[src/rtl/ws2812_rx.sv]
// ws2812_rx: decodes a raw WS2812 line into MSB-first pixel words with frame and error strobes.
module ws2812_rx #(
  parameter int CLK_HZ         = 100_000_000,
  parameter int BITS_PER_PIXEL = 24,
  parameter int PX_COUNT_WIDTH = 6,
  parameter int PX_NUM         = 52,
  parameter int MIN_HIGH       = 20,
  parameter int BIT_THRESH     = 60,
  parameter int MAX_HIGH       = 120,
  parameter int LATCH_CYCLES   = 5000
) (
  input  logic                      clk,
  input  logic                      reset_n,
  input  logic                      din,
  output logic [BITS_PER_PIXEL-1:0] pixel,
  output logic [PX_COUNT_WIDTH-1:0] px_idx,
  output logic                      px_valid,
  output logic                      frame_done,
  output logic [PX_COUNT_WIDTH:0]   frame_px_count,
  output logic                      err,
  output logic [1:0]                err_code,
  output logic                      busy
);
  localparam int cw = $clog2(LATCH_CYCLES + 1);
  localparam int bw = $clog2(BITS_PER_PIXEL);
  localparam int pw = PX_COUNT_WIDTH + 1;
  // CLK_HZ only documents the cycle thresholds; it folds to zero here.
  localparam logic [cw-1:0] c_lat = cw'(LATCH_CYCLES - 1 + 0 * CLK_HZ);
  localparam logic [cw-1:0] c_min = cw'(MIN_HIGH);
  localparam logic [cw-1:0] c_thr = cw'(BIT_THRESH);
  localparam logic [cw-1:0] c_max = cw'(MAX_HIGH);
  localparam logic [bw-1:0] b_last = bw'(BITS_PER_PIXEL - 1);
  localparam logic [pw-1:0] p_max = pw'(PX_NUM);
  localparam logic [1:0] st_sync = 2'd0;
  localparam logic [1:0] st_idle = 2'd1;
  localparam logic [1:0] st_high = 2'd2;
  localparam logic [1:0] st_low  = 2'd3;
  logic s0, s1, d_prev, ovf;
  logic [1:0] state;
  logic [cw-1:0] cnt;
  logic [bw-1:0] bit_cnt;
  logic [pw-1:0] px_cnt;
  logic [BITS_PER_PIXEL-1:0] shift, word;
  logic rise, fall, abort, last_bit;
  always_comb begin
    rise = s1 & ~d_prev;
    fall = ~s1 & d_prev;
    abort = cnt == c_max || (fall && cnt < c_min);
    last_bit = bit_cnt == b_last;
    word = {shift[BITS_PER_PIXEL-2:0], cnt >= c_thr};
  end
  assign busy = state == st_high || state == st_low;
  always_ff @(posedge clk) begin
    if (!reset_n) begin
      s0 <= 1'b0;
      s1 <= 1'b0;
      d_prev <= 1'b0;
      state <= st_sync;
      cnt <= '0;
      bit_cnt <= '0;
      px_cnt <= '0;
      shift <= '0;
      ovf <= 1'b0;
      pixel <= '0;
      px_idx <= '0;
      frame_px_count <= '0;
      px_valid <= 1'b0;
      frame_done <= 1'b0;
      err <= 1'b0;
      err_code <= 2'd0;
    end else begin
      s0 <= din;
      s1 <= s0;
      d_prev <= s1;
      px_valid <= 1'b0;
      frame_done <= 1'b0;
      err <= 1'b0;
      case (state)
        st_sync: begin
          cnt <= s1 ? '0 : cnt + 1'b1;
          if (!s1 && cnt == c_lat) begin
            cnt <= '0;
            state <= st_idle;
          end
        end
        st_idle: if (rise) begin
          cnt <= '0;
          state <= st_high;
        end
        st_high: if (abort) begin
          // stuck-high is tested first so it wins over a coincident falling edge
          err <= 1'b1;
          err_code <= cnt == c_max ? 2'd2 : 2'd1;
          state <= st_sync;
          cnt <= '0;
          bit_cnt <= '0;
          px_cnt <= '0;
          ovf <= 1'b0;
        end else if (fall) begin
          shift <= word;
          bit_cnt <= last_bit ? '0 : bit_cnt + 1'b1;
          cnt <= '0;
          state <= st_low;
          if (last_bit && px_cnt < p_max) begin
            pixel <= word;
            px_idx <= px_cnt[PX_COUNT_WIDTH-1:0];
            px_valid <= 1'b1;
            px_cnt <= px_cnt + 1'b1;
          end else if (last_bit && !ovf) begin
            ovf <= 1'b1;
            err <= 1'b1;
            err_code <= 2'd3;
          end
        end else cnt <= cnt + 1'b1;
        st_low: if (rise) begin
          cnt <= '0;
          state <= st_high;
        end else if (cnt == c_lat) begin
          frame_done <= 1'b1;
          frame_px_count <= px_cnt;
          if (bit_cnt != '0) begin
            err <= 1'b1;
            err_code <= 2'd3;
          end
          bit_cnt <= '0;
          px_cnt <= '0;
          ovf <= 1'b0;
          cnt <= '0;
          state <= st_idle;
        end else cnt <= cnt + 1'b1;
        default: state <= st_sync;
      endcase
    end
  end
endmodule

[config.mk]
export PLATFORM = sky130hd
export DESIGN_NAME = ws2812_rx
export DESIGN_NICKNAME = d
export VERILOG_FILES = /design/src/rtl/ws2812_rx.sv
export SDC_FILE = /design/constraint.sdc
export NUM_CORES = 1
export LEC_CHECK = 0
export ABC_AREA = 1
export CORE_ASPECT_RATIO = 1.25
export CORE_MARGIN = 5
export CORE_UTILIZATION = 50
export DETAILED_ROUTE_END_ITERATION = 16
export PLACE_DENSITY = 0.75
export SYNTH_ARGS = -nofsm -noshare
export SYNTH_HDL_FRONTEND = slang
export SYNTH_SLANG_ARGS = --single-unit
[constraint.sdc]
create_clock -name clk -period 1.57 [get_ports clk]
set_input_delay 0.314 -clock clk [delete_from_list [all_inputs] [get_ports clk]]
set_output_delay 0.314 -clock clk [all_outputs]
set_load 0.005 [all_outputs]
=== After elaboration in Yosys (flattened, before gate mapping) ===
Index checks and enable logic that the tools add are counted.

* Register bits: 96
* Latch bits: 0
* Memory bits (writable): 0
* ROM bits: 0
* Input bits: 3
* Output and inout port bits: 43
* Word-level logic and storage cells: 122
* Memories: 0

* $add $sub $neg: 3
* Multipliers: 0
* Divide/modulo/power cells: 0
* Order comparisons: 3
* Equality and inequality tests: 16
* Shift operators: 0
* Multiplexer cells: 53
* Bitwise gates (word level): 10
* Reduce and logical (&&, ||, !) cells: 21

{| class="wikitable"
|+ Operators with widths
! operator !! count
|-
| $mux 13 || 7
|-
| $pmux 13 s4 || 1
|-
| $mux 7 || 5
|-
| $mux 2 || 14
|-
| $mux 5 || 5
|-
| $mux 1 || 15
|-
| $pmux 7 s2 || 1
|-
| $add 13x1->13 const B || 1
|-
| $eq 13x13->1 const B || 1
|-
| $eq 13x7->1 const B || 1
|-
| $ge 13x6->1 const B || 1
|-
| $lt 13x5->1 const B || 1
|-
| $reduce_and 4->1 || 3
|-
| $pmux 5 s2 || 1
|-
| $ne 3x2->1 const B || 3
|-
| $not 1->1 || 8
|-
| $pmux 2 s4 || 1
|-
| $add 7x1->7 const B || 1
|-
| $lt 7x6->1 const B || 1
|-
| $reduce_and 7->1 || 1
|-
| $ne 2x2->1 const B || 3
|-
| $ne 3x3->1 const B || 2
|-
| $reduce_and 3->1 || 2
|-
| $reduce_and 6->1 || 1
|-
| other kinds (17) || 26
|}

=== Logic depth before layout (Yosys ltp) ===
* Depth after elaboration: 7
* Gate-level depth with buffers: 11
* Gate-level depth less buffers: 11

=== Worst setup path after synthesis ===
OpenSTA, ideal clock, no wires.

* Path kind: reg2reg
* From: register cnt[0]
* To: register cnt[10]
* Setup time: 0.114 ns
* Arrival: 1.461 ns
* Path slack: -0.005 ns
* Cell stages (with the launch flop): 11
* Period minus slack after synthesis: 1.575 ns
* Path through: dfxtp_1 > inv_1 > ha_1 > nand2_1 > nor2_1 > nand3_4 > nand2_4 > nand3_1 > o21ai_1 > buf_4 > nor2_1

* Cells in the longest elaborated chain, start to end: 5

{| class="wikitable"
|+ Ends and longest elaborated chain
! element !! line !! source
|-
| start, declared || 40 || <nowiki>logic [cw-1:0] cnt;</nowiki>
|-
| start signal, assigned || 80 || <nowiki>cnt <= s1 ? '0 : cnt + 1'b1;</nowiki>
|-
| start signal, assigned || 114 || <nowiki>end else cnt <= cnt + 1'b1;</nowiki>
|-
| start signal, assigned || 130 || <nowiki>end else cnt <= cnt + 1'b1;</nowiki>
|-
| $lt 13x5->1 || 48 || <nowiki>abort = cnt == c_max || (fall && cnt < c_min);</nowiki>
|-
| $logic_and 1x1->1 || 48 ||
|-
| $logic_or 1x1->1 || 48 ||
|-
| $mux 13 || 90 || <nowiki>st_high: if (abort) begin</nowiki>
|-
| $pmux 13 s4 * || 78 || <nowiki>case (state)</nowiki>
|}

Every way passes the cells marked *; elsewhere a longest branch is shown, timed or not.
A chain may end at the register's enable or synchronous reset.

=== Worst setup path in the final report ===
* From: register d_prev
* To: register bit_cnt[0]

* Cells in the longest elaborated chain, start to end: 5

{| class="wikitable"
|+ Ends and longest elaborated chain
! element !! line !! source
|-
| start, declared || 38 || <nowiki>logic s0, s1, d_prev, ovf;</nowiki>
|-
| start signal, assigned || 57 || <nowiki>d_prev <= 1'b0;</nowiki>
|-
| start signal, assigned || 74 || <nowiki>d_prev <= s1;</nowiki>
|-
| $and 1x1->1 || 47 || <nowiki>fall = ~s1 & d_prev;</nowiki>
|-
| $logic_and 1x1->1 || 48 ||
|-
| $logic_or 1x1->1 || 48 ||
|-
| $ne 3x3->1 (no source line) / $mux 5 (equally long branches) || - ||
|-
| $reduce_and 4->1 (no source line) / $pmux 5 s2 (equally long branches) || - ||
|-
| end signal, assigned || 101 || <nowiki>bit_cnt <= last_bit ? '0 : bit_cnt + 1'b1;</nowiki>
|-
| end, declared || 41 || <nowiki>logic [bw-1:0] bit_cnt;</nowiki>
|}

Parallel ways exist; a longest one is shown, timed or not.

==> impl_metrics.ini <==
[global_route]
gr-total-overflow = 0
grt_pass1_vias = 4152
grt_max_degree = 50
grt_use_total_pct = 20.9
grt_pass1_wl_microns = 17800
antenna_found_initial = 0

[status]
violations = negative setup slack
status = finished with violations

[synth]
synth_top_flop_cell = dfxtp_1
synth_cell_types = 30
async_flop_share_pct = 0
synth_area_leaders = dfxtp_1 (46%), nand2_1 (14%), nor2_1 (8.1%), a21oi_1 (6.1%), inv_1 (3.8%)
yosysWarnings = 0
muxShareOfSynthArea_pct = 0
ys_ff_latch = 96
yosysTopAreaCellShare_pct = 46.0
synth-simple-area-share_pct = 32.7
synth_compound_area_share_pct = 10.7
synthCells = 583
synth-xor-area-share_pct = 1.68
synth-adder-area-share_pct = 1.50
synth_top_family_by_area = simple AND/OR/NAND/NOR gates
syn_area_sq_mm = 0.00418
syn_area_per_cell_sq_um = 7.17
seq_area_frac_synth_pct = 46.0
yosys.area.top_type = dfxtp_1
synth_edf_count = 0
synth_nets = 591

[drt]
routed_wirelength_microns = 12500
drtAntennaViolNets = 0
firstDrtPassIters = 7
vias = 4396
drcViolationCount = 0
wl_per_cell_microns = 15.6
first_iter_violations = 324
viasPerCell = 5.46

[sta]
fin_ws_ns = -0.117
period_needed_ns = 1.69
rsz0062_at_grt = yes
slew-limit-headroom_pct = 67.8
tightestPinTransition_ns = 0.483
drv_slew = 0
period_share_pct = 107
fin_setup_tns_ns = -3.06
hold_viol = 0
fmax_mhz = 593
finalClockSkew_ns = 0.0106
setup_viol = 65

[clocking]
insertion_delay_ns = 0.38
cts_made_buffers = 9
cts_root_buf = clkbuf_8
clk_pin_slew_ns = 0.10
cts_tree = done
cts_sinks = 96
hold_buffers = 0
h-tree-depth = 3
clk_path_buf_depth = 2

[flow_run]
maxCapViolations = 0

[place]
hpwlAfterDp_microns = 7150
routabilityCongestion = 0.916
io_buffers = 45
dp.cells = 763
pre_cts_slack_ns = -0.229

[layout]
diodes = 0
area_growth_pct = 49.9
layout-drive-gt1-share_pct = 38.6
final-instance-count-excl-fill = 805
final_nets = 711

[setup_path]
crit_path_end = bit_cnt[0]
critPathArrivalTime_ns = 2.00
crit_start = d_prev
critPathKind = flop to flop
crit_path_end_kind = flop
worstPathRequired_ns = 1.88
worst_setup_path_start_kind = flop
reg2reg_depth = 10
cp_max_fo = 8
rrSetupSlack_ns = -0.12
r2r_start = d_prev
regToRegEndpoint = bit_cnt[0]

[floorplan]
die_y_microns = 112
rows = 37
start_util_pct = 51.0
chipWidth_microns = 91.8
num_io_pins = 46
core_region_area_sq_mm = 0.00819
dieArea_sq_mm = 0.0103

[hold_path]
hp-class = flop to flop

[power_and_ir_drop]
ir_drop_uv = 813
power.density_mw_per_mm2 = 668
power_leakage_uw = 0.00270
[critical path, cell delays in order, from the launching register on]
cell and delay (ns):
dfxtp_1 0.42, inv_1 0.08, nor2_2 0.17, buf_4 0.15
nor2_2 0.05, nand2_4 0.11, nand2_4 0.07, nor2_8 0.20
buf_6 0.15, nand3_2 0.07, a21oi_2 0.16
[placed cells by master (no fill, tap or decap), types with 8 or more instances in the layout]
master,n
a21oi_1,39
a21oi_2,12
buf_4,68
buf_6,9
clkbuf_8,10
clkdlybuf4s50_1,31
dfxtp_1,57
dfxtp_2,34
dlymetal6s2s_1,10
inv_1,36
nand2_1,113
nand2_2,32
nand2_4,13
nand3_1,19
nand3_2,11
nand4_1,8
nor2_1,77
nor2_2,12
nor2_4,9
nor3_1,10
o21ai_2,18
xor2_1,8
[through the flow]
step | hold slack [ns] | instance area [sq um] | total power [uW] | utilization (%)
floorplan | 0.390 | 4180 | 2570 | -
global placement | 0.400 | 5150 | 2630 | 62.9
detailed placement | 0.417 | 5150 | 2630 | 62.9
CTS | 0.431 | 5520 | 4160 | 67.4
global route | 0.467 | 6270 | 4330 | 76.5
finish | 0.427 | 6270 | 4190 | 76.5
[synth_stat cells (6+ instances only)]
cell	n
a211oi_1	6
a21oi_1	51
buf_2	12
clkbuf_1	9
dfxtp_1	96
inv_1	42
nand2_1	154
nand3_1	31
nand4_1	8
nor2_1	90
nor3_1	11
o21ai_0	27
xor2_1	8
[sequential cells by signal (all words and copies together) (netlist names)]
register,cells
err,1
s0,1
bit_cnt,5
frame_done,1
frame_px_count,7
px_valid,1
state,2
s1,1
px_cnt,7
shift,23
pixel,24
d_prev,1
err_code,2
ovf,1
cnt,13
px_idx,6
[kinds of logic (layout without fill, tap and decap cells)]
logic type | after synthesis | in the layout
compound gates | 86 | 86
xor+xnor | 8 | 8
flops | 96 | 96
fa+ha+maj | 5 | 5
buf+inv | 74 | 199
simple gates | 314 | 314
[layer usage]
metal / track usage (%) / share of wire [%] / vias to the layer above
li1: - / - / 2105
met3: 4.62 / 5.3 / 37
met1: 23.2 / 39 / 2095
met2: 37.8 / 53 / 159
met4: 9.42 / 3.0 / 0
met5: 0 / 0 / -
[layout make-up]
cell class	instances	area, sq um
multi-input combinational	413	2420
sequential	96	1980
fill	531	1930
timing repair buffer	134	1340
inverter	49	218
clock buffer	10	138
tap	97	121
clock inverter	6	48.8
[report_power, final]
group          switching [uW]  internal (uW)
clock                     926            638
combinational             102           73.6
sequential               13.1           2440
[worst min path at each step]
stage / from / endpoint / slack (ns) / cells past startpoint
after floorplan: s0 / s1 / 0.39 / 2
after global placement: s0 / s1 / 0.40 / 2
after detailed placement: s0 / s1 / 0.42 / 2
after CTS: s0 / s1 / 0.43 / 2
after global routing: s0 / s1 / 0.47 / 2
final: s0 / s1 / 0.43 / 2
[what timing repair did]
action / CTS / global route
hold endpoints to repair: 0 / 0
setup buffers: 9 / 11
gates cloned: 0 / 7
pin swaps: 12 / 34
endpoints found under the setup margin: 96 / 118
gates resized for setup: 44 / 189
Note: power is estimated with default switching activity, not from simulation.
